<file path="src/rtl/fp_mac_pkg.sv">
// Shared definitions for the FP MAC byte-interface driver: FSM states and
// the command codes placed on mac_cmd.
package fp_mac_pkg;

   typedef enum logic [2:0] {
      IDLE,
      SEND_A,
      SEND_B,
      REQ,
      RECV,
      HOLD
   } state_t;

   localparam logic [1:0] CMD_IDLE = 2'b00;
   localparam logic [1:0] CMD_A    = 2'b01;
   localparam logic [1:0] CMD_B    = 2'b10;
   localparam logic [1:0] CMD_RD   = 2'b11;

   function automatic logic [1:0] cmd_of(input state_t s);
      case (s)
         SEND_A:  return CMD_A;
         SEND_B:  return CMD_B;
         REQ:     return CMD_RD;
         default: return CMD_IDLE;
      endcase
   endfunction

endpackage

</file>
<file path="src/rtl/fp_mac_byte_ser.sv">
// Word-to-byte serializer: loads an OPW-bit word and presents its bytes
// MSB first, advancing one byte per shift; shifts in zeros so it idles at 0.
module fp_mac_byte_ser #(
   parameter int OPW = 16
) (
   input  logic           clk,
   input  logic           rst,
   input  logic           load,
   input  logic [OPW-1:0] word,
   input  logic           shift,
   output logic [7:0]     byte_out,
   output logic           last
);

   localparam int NB = OPW / 8;
   localparam int IW = (NB > 1) ? $clog2(NB) : 1;
   localparam logic [IW-1:0] LAST_IDX = IW'(NB - 1);

   logic [OPW-1:0] sreg;
   logic [IW-1:0]  idx;

   always_ff @(posedge clk or posedge rst) begin
      if (rst) begin
         sreg <= '0;
         idx  <= '0;
      end else if (load) begin
         sreg <= word;
         idx  <= '0;
      end else if (shift) begin
         sreg <= sreg << 8;
         idx  <= idx + IW'(1);
      end
   end

   assign byte_out = sreg[OPW-1 -: 8];
   assign last     = (idx == LAST_IDX);

endmodule

</file>
<file path="src/rtl/fp_mac_driver.sv">
// Drives an FP multiply-accumulate unit over a byte-wide command port:
// streams operand pairs, optionally reads back the accumulator with timeout.
module fp_mac_driver
   import fp_mac_pkg::*;
#(
   parameter int OPW     = 16,
   parameter int TIMEOUT = 255
) (
   input  logic           clk,
   input  logic           rst,
   input  logic           op_valid,
   output logic           op_ready,
   input  logic [OPW-1:0] op_a,
   input  logic [OPW-1:0] op_b,
   input  logic           op_last,
   output logic [7:0]     mac_data,
   output logic           mac_strb,
   output logic [1:0]     mac_cmd,
   input  logic [7:0]     mac_rdata,
   input  logic           mac_rvalid,
   output logic           res_valid,
   input  logic           res_ready,
   output logic [OPW-1:0] res_data,
   output logic           res_err,
   output logic           busy
);

   localparam int NB = OPW / 8;
   localparam int IW = (NB > 1) ? $clog2(NB) : 1;
   localparam int TW = $clog2(TIMEOUT + 1);
   localparam logic [IW-1:0] RX_LAST = IW'(NB - 1);
   localparam logic [TW-1:0] TMO_LIM = TW'(TIMEOUT);

   state_t         state, state_nxt;
   logic [OPW-1:0] b_q;
   logic           last_q;
   logic [OPW-1:0] rx_q, rx_nxt;
   logic [IW-1:0]  rx_cnt;
   logic [TW-1:0]  tmo_cnt, tmo_inc;
   logic           rx_done, tmo_hit;
   logic           capture, ser_load, ser_shift, ser_last;
   logic [OPW-1:0] ser_word;

   fp_mac_byte_ser #(.OPW(OPW)) u_ser (
      .clk      (clk),
      .rst      (rst),
      .load     (ser_load),
      .word     (ser_word),
      .shift    (ser_shift),
      .byte_out (mac_data),
      .last     (ser_last)
   );

   assign rx_nxt  = (rx_q << 8) | OPW'(mac_rdata);
   assign rx_done = mac_rvalid && (rx_cnt == RX_LAST);
   assign tmo_inc = tmo_cnt + TW'(1);
   // A returning byte in the same cycle as the limit takes precedence.
   assign tmo_hit = !mac_rvalid && (tmo_inc == TMO_LIM);

   always_comb begin
      state_nxt = state;
      capture   = 1'b0;
      ser_load  = 1'b0;
      ser_word  = op_a;
      ser_shift = 1'b0;
      case (state)
         IDLE: begin
            if (op_valid && op_ready) begin
               capture   = 1'b1;
               ser_load  = 1'b1;
               state_nxt = SEND_A;
            end
         end
         SEND_A: begin
            if (ser_last) begin
               ser_load  = 1'b1;
               ser_word  = b_q;
               state_nxt = SEND_B;
            end else begin
               ser_shift = 1'b1;
            end
         end
         SEND_B: begin
            // Final shift empties the serializer so mac_data returns to 0.
            ser_shift = 1'b1;
            if (ser_last) state_nxt = last_q ? REQ : IDLE;
         end
         REQ:  state_nxt = RECV;
         RECV: if (rx_done || tmo_hit) state_nxt = HOLD;
         HOLD: if (res_ready) state_nxt = IDLE;
         default: state_nxt = IDLE;
      endcase
   end

   always_ff @(posedge clk or posedge rst) begin
      if (rst) begin
         state     <= IDLE;
         b_q       <= '0;
         last_q    <= 1'b0;
         rx_q      <= '0;
         rx_cnt    <= '0;
         tmo_cnt   <= '0;
         op_ready  <= 1'b1;
         busy      <= 1'b0;
         mac_strb  <= 1'b0;
         mac_cmd   <= CMD_IDLE;
         res_valid <= 1'b0;
         res_data  <= '0;
         res_err   <= 1'b0;
      end else begin
         state <= state_nxt;
         if (capture) begin
            b_q    <= op_b;
            last_q <= op_last;
         end

         if (state_nxt == REQ) begin
            rx_q    <= '0;
            rx_cnt  <= '0;
            tmo_cnt <= '0;
         end else if (state == RECV && mac_rvalid) begin
            rx_q    <= rx_nxt;
            rx_cnt  <= rx_cnt + IW'(1);
            tmo_cnt <= '0;
         end else if (state == REQ || state == RECV) begin
            tmo_cnt <= tmo_inc;
         end

         if (state == RECV && state_nxt == HOLD) begin
            res_data <= rx_done ? rx_nxt : '0;
            res_err  <= !rx_done;
         end else if (state == HOLD && state_nxt == IDLE) begin
            res_data <= '0;
            res_err  <= 1'b0;
         end

         op_ready  <= (state_nxt == IDLE);
         busy      <= (state_nxt != IDLE);
         mac_strb  <= (state_nxt == SEND_A) || (state_nxt == SEND_B) || (state_nxt == REQ);
         mac_cmd   <= cmd_of(state_nxt);
         res_valid <= (state_nxt == HOLD);
      end
   end

endmodule

</file>
<file path="config.mk">
export PLATFORM = sky130hd
export DESIGN_NAME = fp_mac_driver
export DESIGN_NICKNAME = d
export VERILOG_FILES = /design/src/rtl/fp_mac_pkg.sv /design/src/rtl/fp_mac_byte_ser.sv /design/src/rtl/fp_mac_driver.sv
export SDC_FILE = /design/constraint.sdc
export NUM_CORES = 1
export LEC_CHECK = 0
export CAP_MARGIN = 25
export CORE_UTILIZATION = 52
export CTS_CLUSTER_DIAMETER = 150
export CTS_CLUSTER_SIZE = 40
export DETAILED_ROUTE_END_ITERATION = 8
export PLACE_DENSITY = 0.8
export SYNTH_ARGS = -nofsm -noshare
export SYNTH_HDL_FRONTEND = slang
export SYNTH_HIERARCHICAL = 1
export SYNTH_SLANG_ARGS = --single-unit
</file>
<file path="constraint.sdc">
create_clock -name clk -period 2.8 [get_ports clk]
set_clock_uncertainty 0.15 [all_clocks]
set_input_delay 0.56 -clock clk [delete_from_list [all_inputs] [get_ports clk]]
set_output_delay 0.56 -clock clk [all_outputs]
set_load 0.005 [all_outputs]
</file>
==> key figures <==
Flow run
  • Max Cap Viol: 0

Pwr
  • Gate power share: 37.4%
  • Clock Power Share: 21.4%
  • Total Power: 0.00436 W
  • Sw Share: 33.8%
  • Int Pwr: 0.00289 W
  • VDD IR max: 0.000441 V
  • Psw: 0.00147 W
  • Reg power frac: 41.3%
  • Static Leak: 2.06 nW
  • Pwr per Cell Area: 901 nW/µm²

Timing
  • TNS Setup: 0 ps
  • Final Hold Viols: 0
  • RSZ-0062 raised after global routing: false
  • Slew Viols, Final: 0
  • Max Clk Rate: 444 MHz
  • Final setup violation count: 0
  • Relative slew slack: 35.4%
  • Worst slew pin tran: 969 ps
  • Final worst-path cycle share: 80.4%
  • Crit path time final: 2250 ps

Drt
  • Final ANT Viol Nets: 0
  • Detailed Routing Iterations Pass 1: 4
  • Vias: 3090
  • Post-detailed-route wirelength per cell: 16.3 µm
  • Routed WL: 8.91 mm
  • Vias/cell: 5.64
  • Iter 0 DRT Violations: 156
  • Post-route DRC: 0

Logic synthesis
  • Post-synth design cell area: 3880 µm²
  • Synth cell count leaders: dfrtp_1, nand2_1, o21ai_0, mux2_2, inv_1
  • Synth warn: 6
  • Top cells by area, synth: dfrtp_1, mux2_2, nand2_1
  • EDFF count, synth: 0
  • Post-Synthesis Cells: 380
  • Avg Cell Area, Syn: 10.2 µm²
  • Synth Register Bits: 77
  • Yosys cell types: 48
  • Count leader, synth: dfrtp_1
  • Post-Syn Nets: 428
  • Post-synthesis async set-or-reset flop share: 100%
  • Sequential area share after synthesis: 49.7%
  • Ys flop type: dfrtp_1
  • Largest area contributor in the netlist: dfrtp_1
  • Share of the synthesized area in the top cell type: 49.0%

Hold path
  • Hold Path End: b_q[7]
  • WHS Path Cells: 1
  • Hold Path Class: flip-flop to flip-flop
  • Hold_sp: b_q[7]

Critical path
  • Reg2reg start: state[1]
  • WP data required: 2920 ps
  • Worst EP arrival: 2380 ps
  • Startpoint types: flip-flop
  • Crit-path max FO: 33
  • Reg-to-Reg End: res_data[3]
  • Worst r2r path cells: 4
  • Reg2Reg Setup Slack: 550 ps
  • CP Capture Type: flip-flop
  • Critical-path cell list: nand2b_4 > a21o_1 > a41oi_1 > o21ai_0
  • Crit path kind: flip-flop to flip-flop
  • CP max stage delay: 770 ps
  • Slowest-stage cell, CP: a21o_1

Floorplanning
  • Core area: 7210 µm²
  • Initial Util: 53.8%
  • Num rows: 31
  • Die outline width: 88.4 µm
  • I/O Pins: 77
  • Die height: 88.4 µm
  • Full die area: 7810 µm²

Cells and area
  • Synth-to-Final Area Change: 24.8%
  • Layout cell share with drive strength beyond 1: 14.9%
  • Antenna cell count: 0
  • Cell area after layout: 4840 µm²
  • Final nets: 492
  • Filler cells: 593

Clock tree
  • Clock Latency Late Sink: 360 ps
  • Post-CTS sizing: 0
  • TritonCTS clock tree: done
  • Clk sink count: 77
  • Clk buf depth: 2
  • Cts hold-fix bufs: 0
  • Clock Tree Root: clkbuf_8
  • Post-CTS Setup Bufs: 0
  • Depth of the CTS H-tree: 3
  • Reg clk slew, reported paths: 80 ps
  • TritonCTS Buffers: 9

GRT
  • Grt ovf: 0
  • Grt met2 use: 38.7%
  • Initial antenna violation count: 0
  • Vias in the first global route: 2960
  • Pin count of the biggest net entering global routing: 44
  • Global route hottest layer: met2
  • First-pass GRT wire length: 14.4 mm
  • GR Util met1: 33.4%
  • Total GRT Usage: 24.5%
  • Routing usage on met3: 4.10%

Place
  • Port Buf Inserts: 76
  • Cell Area, Placed: 4620 µm²
  • Post-DP HPWL: 6.15 mm
  • Final GP Congestion: 0.817

Outcome
  • Outcome: completed
-- placed cells by master (no fill, tap or decap), drive strengths merged, types with 2 or more instances in the layout --
cell / instances
a21o: 4
a21oi: 16
a22o: 3
a41oi: 16
buf: 7
bufinv: 2
clkbuf: 10
clkdlybuf4s50: 76
clkinv: 3
dfrtp: 76
ha: 2
inv: 22
mux2: 34
mux2i: 8
nand2: 55
nand2b: 11
nand3: 5
nand3b: 4
nor2: 7
nor2b: 2
nor3: 19
o21ai: 38
or2: 3
or3: 3
xnor2: 4
-- final cells by class --
| class | instances | area (µm²) | share of cell area, % |
|---|---|---|---|
| sequential | 77 | 1930 | 39.8 |
| multi-input combinational | 251 | 1660 | 34.2 |
| timing repair buffer | 83 | 826 | 17.1 |
| clock buffer | 10 | 138 | 2.84 |
| tap | 99 | 124 | 2.56 |
| clock inverter | 6 | 86.3 | 1.78 |
| inverter | 22 | 82.6 | 1.71 |
-- power groups by stage --
stage | registers, W | logic, W | clock network, W
4_1_cts | 0.00180 | 0.00163 | 0.000950
6_report | 0.00180 | 0.00163 | 0.000932
2_1_floorplan | 0.00170 | 0.00137 | 0
3_5_place_dp | 0.00182 | 0.00162 | 0
5_1_grt | 0.00185 | 0.00181 | 0.000996
3_3_place_gp | 0.00179 | 0.00154 | 0
-- registers in the layout (all words and copies together), names as in the netlist --
name        count
b_q            16
u_ser/last      1
last_q          1
rx_cnt          1
u_ser/sreg     16
mac_cmd         2
res_valid       1
op_ready        1
state           3
res_data       16
res_err         1
mac_strb        1
busy            1
rx_q            8
tmo_cnt         8
-- cells by family (layout without fill, tap and decap cells) --
kind of cell             count (synthesis)  after routing  share of synthesized area (%)
AO/OA/AOI/OAI                           85             85                           14.0
XOR/XNOR                                 5              5                           1.13
adder cells (fa/ha/maj)                  2              2                          0.645
buffers and inverters                   52            121                           7.61
flip-flops                              77             77                           49.7
multiplexers                            42             42                           11.9
AND/OR/NAND/NOR                        117            117                           15.0
-- through the flow --
step                      setup slack, ps  instances  utilization [%]  hold WS (ps)
after floorplan                       607        380                -           316
after global placement                349        532             64.0           333
after detailed placement              209        532             64.0           340
after CTS                             563        548             67.1           362
after global routing                  334        548             67.1           371
final                                 548        548             67.1           357
-- worst max-delay path by stage --
| stage | endpoint | from | slack (ps) | cells past startpoint |
|---|---|---|---|---|
| floorplan | b_q[0] | rst | 610 | 1 |
| global placement | res_data[4] | mac_rvalid | 350 | 5 |
| detailed placement | res_data[11] | mac_rvalid | 210 | 5 |
| CTS | res_data[3] | state[1] | 560 | 4 |
| global route | res_data[10] | state[1] | 330 | 4 |
| finish | res_data[3] | state[1] | 550 | 4 |
-- routing by layer --
layer | vias up | part of all wire, %
met4 | 0 | 2.2
met5 | - | 0
met2 | 120 | 48
li1 | 1448 | -
met3 | 17 | 5.4
met1 | 1505 | 44
-- worst max-delay path, delay by kind of cell (launching register included) --
kind             cells  cell delay, ps
flip-flops           1             530
AO/OA/AOI/OAI        3            1140
AND/OR/NAND/NOR      1             350
No activity file was read; power rests on OpenSTA's default activity.
